<file path="src/rtl/gigabit_ingress_reader_pkg.sv">
// Purpose: shared ingress buffer header layout and reader types (writer uses the same header fields).
// Latency: n/a (types, constants and pure functions only).
// Backpressure: n/a.
package gigabit_ingress_reader_pkg;

    // Header word layout: byte length in [10:0], VLAN ID in [27:16]
    localparam int HDR_LEN_LSB  = 0;
    localparam int HDR_LEN_BITS = 11;
    localparam int HDR_VLAN_LSB = 16;
    localparam int VLAN_BITS    = 12;

    typedef logic [VLAN_BITS-1:0]    vlan_t;
    typedef logic [HDR_LEN_BITS-1:0] frame_len_t;
    typedef logic [8:0]              frame_words_t;

    typedef enum logic [1:0] {
        ST_IDLE,
        ST_HDR_WAIT,
        ST_DATA,
        ST_DRAIN
    } rd_state_e;

    // Tag travelling alongside an outstanding URAM read
    typedef struct packed {
        logic vld;
        logic hdr;
        logic last;
    } rd_tag_t;

    // One output beat as stored in the skid buffer
    typedef struct packed {
        logic [63:0] data;
        logic [7:0]  keep;
        logic        last;
    } beat_t;

    // Number of 64-bit data words carrying a frame of len bytes
    function automatic frame_words_t len_to_words(input frame_len_t len);
        logic [11:0] sum;
        sum = {1'b0, len} + 12'd7;
        return frame_words_t'(sum >> 3);
    endfunction

    // Byte mask of the final beat of a frame of len bytes
    function automatic logic [7:0] last_keep(input frame_len_t len);
        if (len[2:0] == 3'd0) return 8'hFF;
        return (8'h01 << len[2:0]) - 8'h01;
    endfunction

endpackage

</file>
<file path="src/rtl/ingress_skid_fifo.sv">
// Purpose: small synchronous FIFO holding returned beats ahead of the AXI-stream port, with occupancy count.
// Latency: push visible at the head one cycle later; head is combinational from storage.
// Backpressure: push ignored when full, pop ignored when empty; upstream credit keeps it from filling.
module ingress_skid_fifo #(
    parameter int DEPTH = 8,
    parameter int WIDTH = 73,
    parameter int IW    = (DEPTH > 1) ? $clog2(DEPTH) : 1,
    parameter int CW    = $clog2(DEPTH + 1)
) (
    input  logic             clk,
    input  logic             rst,
    input  logic             push,
    input  logic [WIDTH-1:0] push_dat,
    input  logic             pop,
    output logic [WIDTH-1:0] pop_dat,
    output logic             empty,
    output logic [CW-1:0]    count
);

    logic [WIDTH-1:0] mem_q [DEPTH];
    logic [IW-1:0]    wr_idx_q, wr_idx_d;
    logic [IW-1:0]    rd_idx_q, rd_idx_d;
    logic [CW-1:0]    count_q, count_d;
    logic             do_push, do_pop;

    function automatic logic [IW-1:0] idx_inc(input logic [IW-1:0] i);
        return (i == IW'(DEPTH - 1)) ? '0 : i + 1'b1;
    endfunction

    assign do_push = push && (count_q != CW'(DEPTH));
    assign do_pop  = pop && (count_q != '0);
    assign pop_dat = mem_q[rd_idx_q];
    assign empty   = (count_q == '0);
    assign count   = count_q;

    // Next index / occupancy
    always_comb begin
        wr_idx_d = wr_idx_q;
        rd_idx_d = rd_idx_q;
        count_d  = count_q;
        if (do_push) wr_idx_d = idx_inc(wr_idx_q);
        if (do_pop)  rd_idx_d = idx_inc(rd_idx_q);
        case ({do_push, do_pop})
            2'b10:   count_d = count_q + 1'b1;
            2'b01:   count_d = count_q - 1'b1;
            default: count_d = count_q;
        endcase
    end

    // Index and occupancy registers
    always_ff @(posedge clk or posedge rst) begin
        if (rst) begin
            wr_idx_q <= '0;
            rd_idx_q <= '0;
            count_q  <= '0;
        end else begin
            wr_idx_q <= wr_idx_d;
            rd_idx_q <= rd_idx_d;
            count_q  <= count_d;
        end
    end

    // Storage needs no reset: entries are only read after being written
    always_ff @(posedge clk) begin
        if (do_push) mem_q[wr_idx_q] <= push_dat;
    end

endmodule

</file>
<file path="src/rtl/gigabit_ingress_reader.sv">
// Purpose: drains committed frames (header + 64-bit words) from the URAM ingress buffer onto AXI-stream; optional stats via GIGABIT_INGRESS_READER_STATS_EN.
// Latency: header read one cycle after IDLE exit, data reads one per cycle after the header returns RD_LATENCY cycles later.
// Backpressure: reads are issued only while in-flight reads plus skid occupancy leave room, so m_tready stalls never lose beats.
module gigabit_ingress_reader
    import gigabit_ingress_reader_pkg::*;
#(
    parameter int DEPTH      = 4096,
    parameter int ADDR_BITS  = $clog2(DEPTH),
    parameter int RD_LATENCY = 2,
    parameter int SKID_DEPTH = 8
) (
    input  logic                 aclk,
    input  logic                 areset,
    input  logic [ADDR_BITS:0]   wr_ptr_committed,
    output logic [ADDR_BITS:0]   rd_ptr,
    output logic                 rd_en,
    output logic [ADDR_BITS-1:0] rd_addr,
    input  logic [71:0]          rd_data,
    output logic                 m_tvalid,
    input  logic                 m_tready,
    output logic [63:0]          m_tdata,
    output logic [7:0]           m_tkeep,
    output logic                 m_tlast,
    output logic [11:0]          m_tdest
`ifdef GIGABIT_INGRESS_READER_STATS_EN
    ,
    output logic [31:0]          stat_frames,
    output logic [47:0]          stat_bytes,
    output logic [15:0]          stat_malformed
`endif
);

    localparam int PW = ADDR_BITS + 1;
    localparam int CW = $clog2(SKID_DEPTH + 1);

    rd_state_e            state_q, state_d;
    logic [PW-1:0]        rd_ptr_q, rd_ptr_d;
    logic [PW-1:0]        cur_ptr_q, cur_ptr_d;
    logic [ADDR_BITS-1:0] rd_addr_q, rd_addr_d;
    rd_tag_t              rd_tag_q, rd_tag_d;
    rd_tag_t              pipe_q [RD_LATENCY];
    rd_tag_t              pipe_d [RD_LATENCY];
    frame_len_t           len_q, len_d;
    vlan_t                vlan_q, vlan_d;
    frame_words_t         words_q, words_d;
    frame_words_t         issued_q, issued_d;
`ifdef GIGABIT_INGRESS_READER_STATS_EN
    logic [31:0]          stat_frames_q, stat_frames_d;
    logic [47:0]          stat_bytes_q, stat_bytes_d;
    logic [15:0]          stat_malformed_q, stat_malformed_d;
    logic [48:0]          bytes_sum;
`endif

    rd_tag_t              ret;
    beat_t                push_beat, head_beat;
    logic                 skid_empty, skid_push, skid_pop;
    logic [CW-1:0]        skid_count;
    logic                 tlast_acc;
    int                   outstanding;
    logic                 unused_rd_hi;

    assign unused_rd_hi = ^rd_data[71:64];

    // Tag of the read whose data is on rd_data this cycle
    assign ret = pipe_q[RD_LATENCY-1];

    assign skid_push = ret.vld && !ret.hdr;
    assign push_beat = '{data: rd_data[63:0],
                         keep: ret.last ? last_keep(len_q) : 8'hFF,
                         last: ret.last};

    ingress_skid_fifo #(
        .DEPTH (SKID_DEPTH),
        .WIDTH ($bits(beat_t))
    ) u_skid (
        .clk      (aclk),
        .rst      (areset),
        .push     (skid_push),
        .push_dat (push_beat),
        .pop      (skid_pop),
        .pop_dat  (head_beat),
        .empty    (skid_empty),
        .count    (skid_count)
    );

    // Outputs masked while empty so idle values are deterministic
    assign m_tvalid  = !skid_empty;
    assign m_tdata   = m_tvalid ? head_beat.data : 64'd0;
    assign m_tkeep   = m_tvalid ? head_beat.keep : 8'd0;
    assign m_tlast   = m_tvalid && head_beat.last;
    assign m_tdest   = vlan_q;
    assign skid_pop  = m_tvalid && m_tready;
    assign tlast_acc = skid_pop && head_beat.last;

    assign rd_ptr  = rd_ptr_q;
    assign rd_en   = rd_tag_q.vld;
    assign rd_addr = rd_addr_q;
`ifdef GIGABIT_INGRESS_READER_STATS_EN
    assign stat_frames    = stat_frames_q;
    assign stat_bytes     = stat_bytes_q;
    assign stat_malformed = stat_malformed_q;
`endif

    // Latency shift register and count of reads whose data has not yet entered the skid buffer
    always_comb begin
        pipe_d[0]   = rd_tag_q;
        outstanding = rd_tag_q.vld ? 1 : 0;
        for (int i = 1; i < RD_LATENCY; i++) pipe_d[i] = pipe_q[i-1];
        for (int i = 0; i < RD_LATENCY; i++) outstanding += pipe_q[i].vld ? 1 : 0;
    end

    // Frame FSM: header fetch, paced data reads, release on tlast acceptance
    always_comb begin
        state_d   = state_q;
        rd_ptr_d  = rd_ptr_q;
        cur_ptr_d = cur_ptr_q;
        rd_addr_d = rd_addr_q;
        rd_tag_d  = '0;
        len_d     = len_q;
        vlan_d    = vlan_q;
        words_d   = words_q;
        issued_d  = issued_q;
`ifdef GIGABIT_INGRESS_READER_STATS_EN
        stat_frames_d    = stat_frames_q;
        stat_bytes_d     = stat_bytes_q;
        stat_malformed_d = stat_malformed_q;
        bytes_sum        = {1'b0, stat_bytes_q} + 49'(len_q);
`endif
        case (state_q)
            ST_IDLE: begin
                if (rd_ptr_q != wr_ptr_committed) begin
                    rd_tag_d  = '{vld: 1'b1, hdr: 1'b1, last: 1'b0};
                    rd_addr_d = rd_ptr_q[ADDR_BITS-1:0];
                    cur_ptr_d = rd_ptr_q + PW'(1);
                    state_d   = ST_HDR_WAIT;
                end
            end
            ST_HDR_WAIT: begin
                if (ret.vld && ret.hdr) begin
                    len_d    = rd_data[HDR_LEN_LSB +: HDR_LEN_BITS];
                    vlan_d   = rd_data[HDR_VLAN_LSB +: VLAN_BITS];
                    words_d  = len_to_words(len_d);
                    issued_d = '0;
                    if (len_d == '0) begin
                        // Malformed header: skip just the header word
                        rd_ptr_d = rd_ptr_q + PW'(1);
                        state_d  = ST_IDLE;
`ifdef GIGABIT_INGRESS_READER_STATS_EN
                        if (stat_malformed_q != '1) stat_malformed_d = stat_malformed_q + 1'b1;
`endif
                    end else begin
                        state_d = ST_DATA;
                    end
                end
            end
            ST_DATA: begin
                if (issued_q < words_q && (outstanding + int'(skid_count)) < SKID_DEPTH) begin
                    rd_tag_d  = '{vld: 1'b1, hdr: 1'b0, last: (issued_q == words_q - 9'd1)};
                    rd_addr_d = cur_ptr_q[ADDR_BITS-1:0];
                    cur_ptr_d = cur_ptr_q + PW'(1);
                    issued_d  = issued_q + 9'd1;
                    if (issued_q == words_q - 9'd1) state_d = ST_DRAIN;
                end
            end
            ST_DRAIN: begin
                if (tlast_acc) begin
                    rd_ptr_d = rd_ptr_q + PW'(1) + PW'(words_q);
                    state_d  = ST_IDLE;
`ifdef GIGABIT_INGRESS_READER_STATS_EN
                    if (stat_frames_q != '1) stat_frames_d = stat_frames_q + 1'b1;
                    stat_bytes_d = bytes_sum[48] ? '1 : bytes_sum[47:0];
`endif
                end
            end
            default: state_d = ST_IDLE;
        endcase
    end

    // State registers; reset abandons any frame in flight
    always_ff @(posedge aclk or posedge areset) begin
        if (areset) begin
            state_q   <= ST_IDLE;
            rd_ptr_q  <= '0;
            cur_ptr_q <= '0;
            rd_addr_q <= '0;
            rd_tag_q  <= '0;
            len_q     <= '0;
            vlan_q    <= '0;
            words_q   <= '0;
            issued_q  <= '0;
            for (int i = 0; i < RD_LATENCY; i++) pipe_q[i] <= '0;
`ifdef GIGABIT_INGRESS_READER_STATS_EN
            stat_frames_q    <= '0;
            stat_bytes_q     <= '0;
            stat_malformed_q <= '0;
`endif
        end else begin
            state_q   <= state_d;
            rd_ptr_q  <= rd_ptr_d;
            cur_ptr_q <= cur_ptr_d;
            rd_addr_q <= rd_addr_d;
            rd_tag_q  <= rd_tag_d;
            len_q     <= len_d;
            vlan_q    <= vlan_d;
            words_q   <= words_d;
            issued_q  <= issued_d;
            for (int i = 0; i < RD_LATENCY; i++) pipe_q[i] <= pipe_d[i];
`ifdef GIGABIT_INGRESS_READER_STATS_EN
            stat_frames_q    <= stat_frames_d;
            stat_bytes_q     <= stat_bytes_d;
            stat_malformed_q <= stat_malformed_d;
`endif
        end
    end

endmodule
</file>
<file path="config.mk">
export PLATFORM = sky130hd
export DESIGN_NAME = gigabit_ingress_reader
export DESIGN_NICKNAME = d
export VERILOG_FILES = /design/src/rtl/gigabit_ingress_reader_pkg.sv /design/src/rtl/ingress_skid_fifo.sv /design/src/rtl/gigabit_ingress_reader.sv
export SDC_FILE = /design/constraint.sdc
export NUM_CORES = 1
export LEC_CHECK = 0
export ABC_AREA = 1
export ABC_CLOCK_PERIOD_IN_PS = 6200
export BUFFER_PORTS_ARGS = -buffer_cell sky130_fd_sc_hd__clkbuf_2
export CORE_MARGIN = 2
export CORE_UTILIZATION = 25
export CTS_CLUSTER_DIAMETER = 150
export DETAILED_ROUTE_END_ITERATION = 7
export PLACE_DENSITY = 0.47
export SYNTH_ARGS = -nofsm -noshare
export SYNTH_HDL_FRONTEND = slang
export SYNTH_HIERARCHICAL = 1
export SYNTH_SLANG_ARGS = --single-unit
export TNS_END_PERCENT = 30
</file>
<file path="constraint.sdc">
create_clock -name aclk -period 6.2 [get_ports aclk]
set_input_delay 0.31 -clock aclk [delete_from_list [all_inputs] [get_ports aclk]]
set_output_delay 0.31 -clock aclk [all_outputs]
set_load 0.03 [all_outputs]
</file>
==> metrics.md <==
| Metric | Value |
|---|---|
| Layout net count | 3861 |
| Final setup margin | 2130 ps |
| H-tree levels | 3 |
| Tot GR Track Use | 13.0% |
| Die area | 129000 µm² |
| Detailed Place HPWL | 46700 µm |
| Vias per cell | 4.06 |
| Number of synthesized flops with an enable pin | 584 |
| DRC | 0 |
| Horiz. Die Dim | 360 µm |
| Final min period | 4070 ps |
| CP Launch Type | flip-flop |
| Port buffer count | 191 |
| Max clock buf depth | 3 |
| CTS Sinks | 675 |
| Die height | 360 µm |
| Synth top area share | 55.4% |
| Boundary Pins | 200 |
| Global-route wire length before repair | 129000 µm |
| Status | complete, no violations |
| FF+latch count, synth | 675 |
| Tcrit/Tclk final | 65.6% |
| Primary FF master, synth | edfxtp_1 |
| Critical Setup Path Class | flip-flop to output pin |
| Initial Utilization | 25.2% |
| Max VDD drop | 369 µV |
| Slew Viols, Final | 0 |
| Max Freq | 246 MHz |
| Critical path arrival | 3760 ps |
| Async SR Flop Fraction | 13.5% |
| Element type at the critical path end | output pin |
| Worst slack, placed | 2700 ps |
| CTS tree | yes |
| Placed Cells | 5252 |
| Max-cap violations | 0 |
| Worst Hold Class | primary input to flip-flop |
| R2r setup slk | 3030 ps |
| RD Place Congestion | 0.762 |
| Worst-path fanout max | 81 |
| Worst slew pin tran | 1250 ps |
| Row count | 130 |
| Synth Instances | 3517 |
| CTS buffer count | 81 |
| Setup TNS | 0 ps |
| Pin count of the biggest net entering global routing | 257 |
| Vias in the first global route | 21064 |
| CTS root buf | clkbuf_16 |
| CP required | 5890 ps |
| Reg clk slew, reported paths | 60 ps |
| FILL cells | 13316 |
| Routed Antenna Nets | 0 |
| Synth area leaders | edfxtp_1 (55%), nand2_1 (14%), nor2_1 (8.6%) |
| Final Skew | 39.6 ps |
| Via count | 22167 |
| Total Wirelength | 84800 µm |
| DR iter-0 viols | 1401 |
| Post-synthesis cell type count | 45 |
| DR pass1 iterations | 5 |
| WL/cell | 15.5 µm |
| Final hold viol count | 0 |
| Leak | 0.0164 µW |
| RSZ-0062 raised after global routing | no |
| Area Overhead vs Synth | 17.9% |
| Max_slew headroom | 16.6% |
| Final setup vio count | 0 |
| Synth warn | 6 |
| P per Cell Area | 499 nW/µm² |
| Share of post-route cells with drive strength above 1 | 9.80% |
| Setup bufs post-CTS | 0 |
| Layout Cells excl Fill | 5458 |
| Mapped cell area | 31600 µm² |
| Core ar. | 126000 µm² |
| Seq/Total Area, Yosys | 62.6% |
| Area leader, netlist | edfxtp_1 |
| Antenna violations before repair | 9 |
| Latest clock arrival within the worst-skew pair | 650 ps |
| Total global routing overflow | 0 |
| Syn avg cell area | 9.00 µm² |
==> kinds of logic (layout without fill, tap and decap cells) <==
family                   after synthesis  count (layout)  share of synthesized area (%)
AO/OA/AOI/OAI                        118             118                           2.11
XOR/XNOR                              22              22                          0.668
adder cells (fa/ha/maj)               33              33                           1.38
buffers and inverters                617             899                           8.20
flip-flops                           675             675                           62.6
other                                  1              10                         0.0118
AND/OR/NAND/NOR                     2051            2051                           25.0
==> cells in the final DEF (no fill, tap or decap), types with 39 or more instances in the layout <==
cell type and instances:
clkbuf_16 81, clkbuf_2 191, dfrtp_1 88, dlygate4sd3_1 55
edfxtp_1 584, inv_1 463, nand2_1 1205, nand3_1 62
nor2_1 725, o21ai_0 39
==> critical path: stages (launching register included) <==
cell	delay [ps]
dfrtp_4	690
inv_6	710
buf_4	890
nor2_1	110
nand2_1	100
nand2_1	50
nand2_1	50
nand2_1	150
inv_1	90
nor2_1	40
clkbuf_2	200
==> sequential cells by signal (all words and copies together) (netlist names), 3 cells and up, named ones only <==
name,count
u_skid/count,4
len_q,3
pipe_q,3
pipe_d,5
m_tdest,12
words_q,9
rd_ptr,13
u_skid/mem_q,584
cur_ptr_q,12
u_skid/wr_idx_q,3
u_skid/rd_idx_q,3
issued_q,9
rd_addr,12
==> cells in the mapped netlist (10+ instances only) <==
cell      count
a21oi_1      28
nor2_1      726
inv_2        10
ha_1         30
o21ai_0      39
dfrtp_1      91
inv_1       466
nand2_1    1205
buf_2        71
clkbuf_1     27
edfxtp_1    584
buf_4        19
buf_6        16
xor2_1       13
nand4_1      16
a31oi_1      16
nor3_1       20
nand3_1      62
o21ai_1      13
==> power by group <==
group	internal (µW)	leakage, µW	switching (µW)
Sequential	5600	0.00627	515
Combinational	2210	0.00886	5710
Clock	2640	0.00125	1950
==> final timing paths <==
check	startpoint	end	cells after the start
max	u_skid/rd_idx_q[1]	m_tdata[31]	10
min	rd_data[26]	m_tdest[10]	3
max reg2reg	u_skid/rd_idx_q[2]	rd_ptr[5]	9
min reg2reg	pipe_d[0]	pipe_q[0]	0
max in group asynchronous	areset	rd_addr[0]	4
min in group asynchronous	areset	u_skid/rd_idx_q[0]	3
==> cell type report <==
class / count / area [µm²] / share of cell area, %
clock buffer: 110 / 2200 / 5.88
tap: 1650 / 2060 / 5.53
antenna: 2 / 5.00 / 0.0134
timing repair buffer: 274 / 1750 / 4.70
inverter: 476 / 1800 / 4.82
clock inverter: 39 / 364 / 0.976
sequential: 675 / 19800 / 53.1
multi-input combinational: 2232 / 9310 / 25.0
==> routing by layer <==
| metal | track usage, % | vias to the layer above | part of all wire [%] |
|---|---|---|---|
| met2 | 21.6 | 331 | 47 |
| met3 | 2.28 | 121 | 3.7 |
| met5 | 0 | - | 0.078 |
| met4 | 3.59 | 12 | 2.2 |
| met1 | 17.3 | 10303 | 47 |
| li1 | - | 11400 | - |
==> per-stage QoR <==
step	instance area, µm²	power (µW)	util [%]	hold WS, ps
3_5_place_dp	34200	14200	27.2	335
4_1_cts	37300	19000	29.7	3.01
2_1_floorplan	31700	12000	-	150
5_1_grt	37300	20100	29.7	25.6
6_report	37300	18600	29.7	31.9
3_3_place_gp	34200	14200	27.2	336
==> what timing repair did <==
action,in CTS,in global routing
gates resized for setup,0,0
hold buffers,55,0
hold endpoints to repair,476,0
No activity file was read; power rests on OpenSTA's default activity.
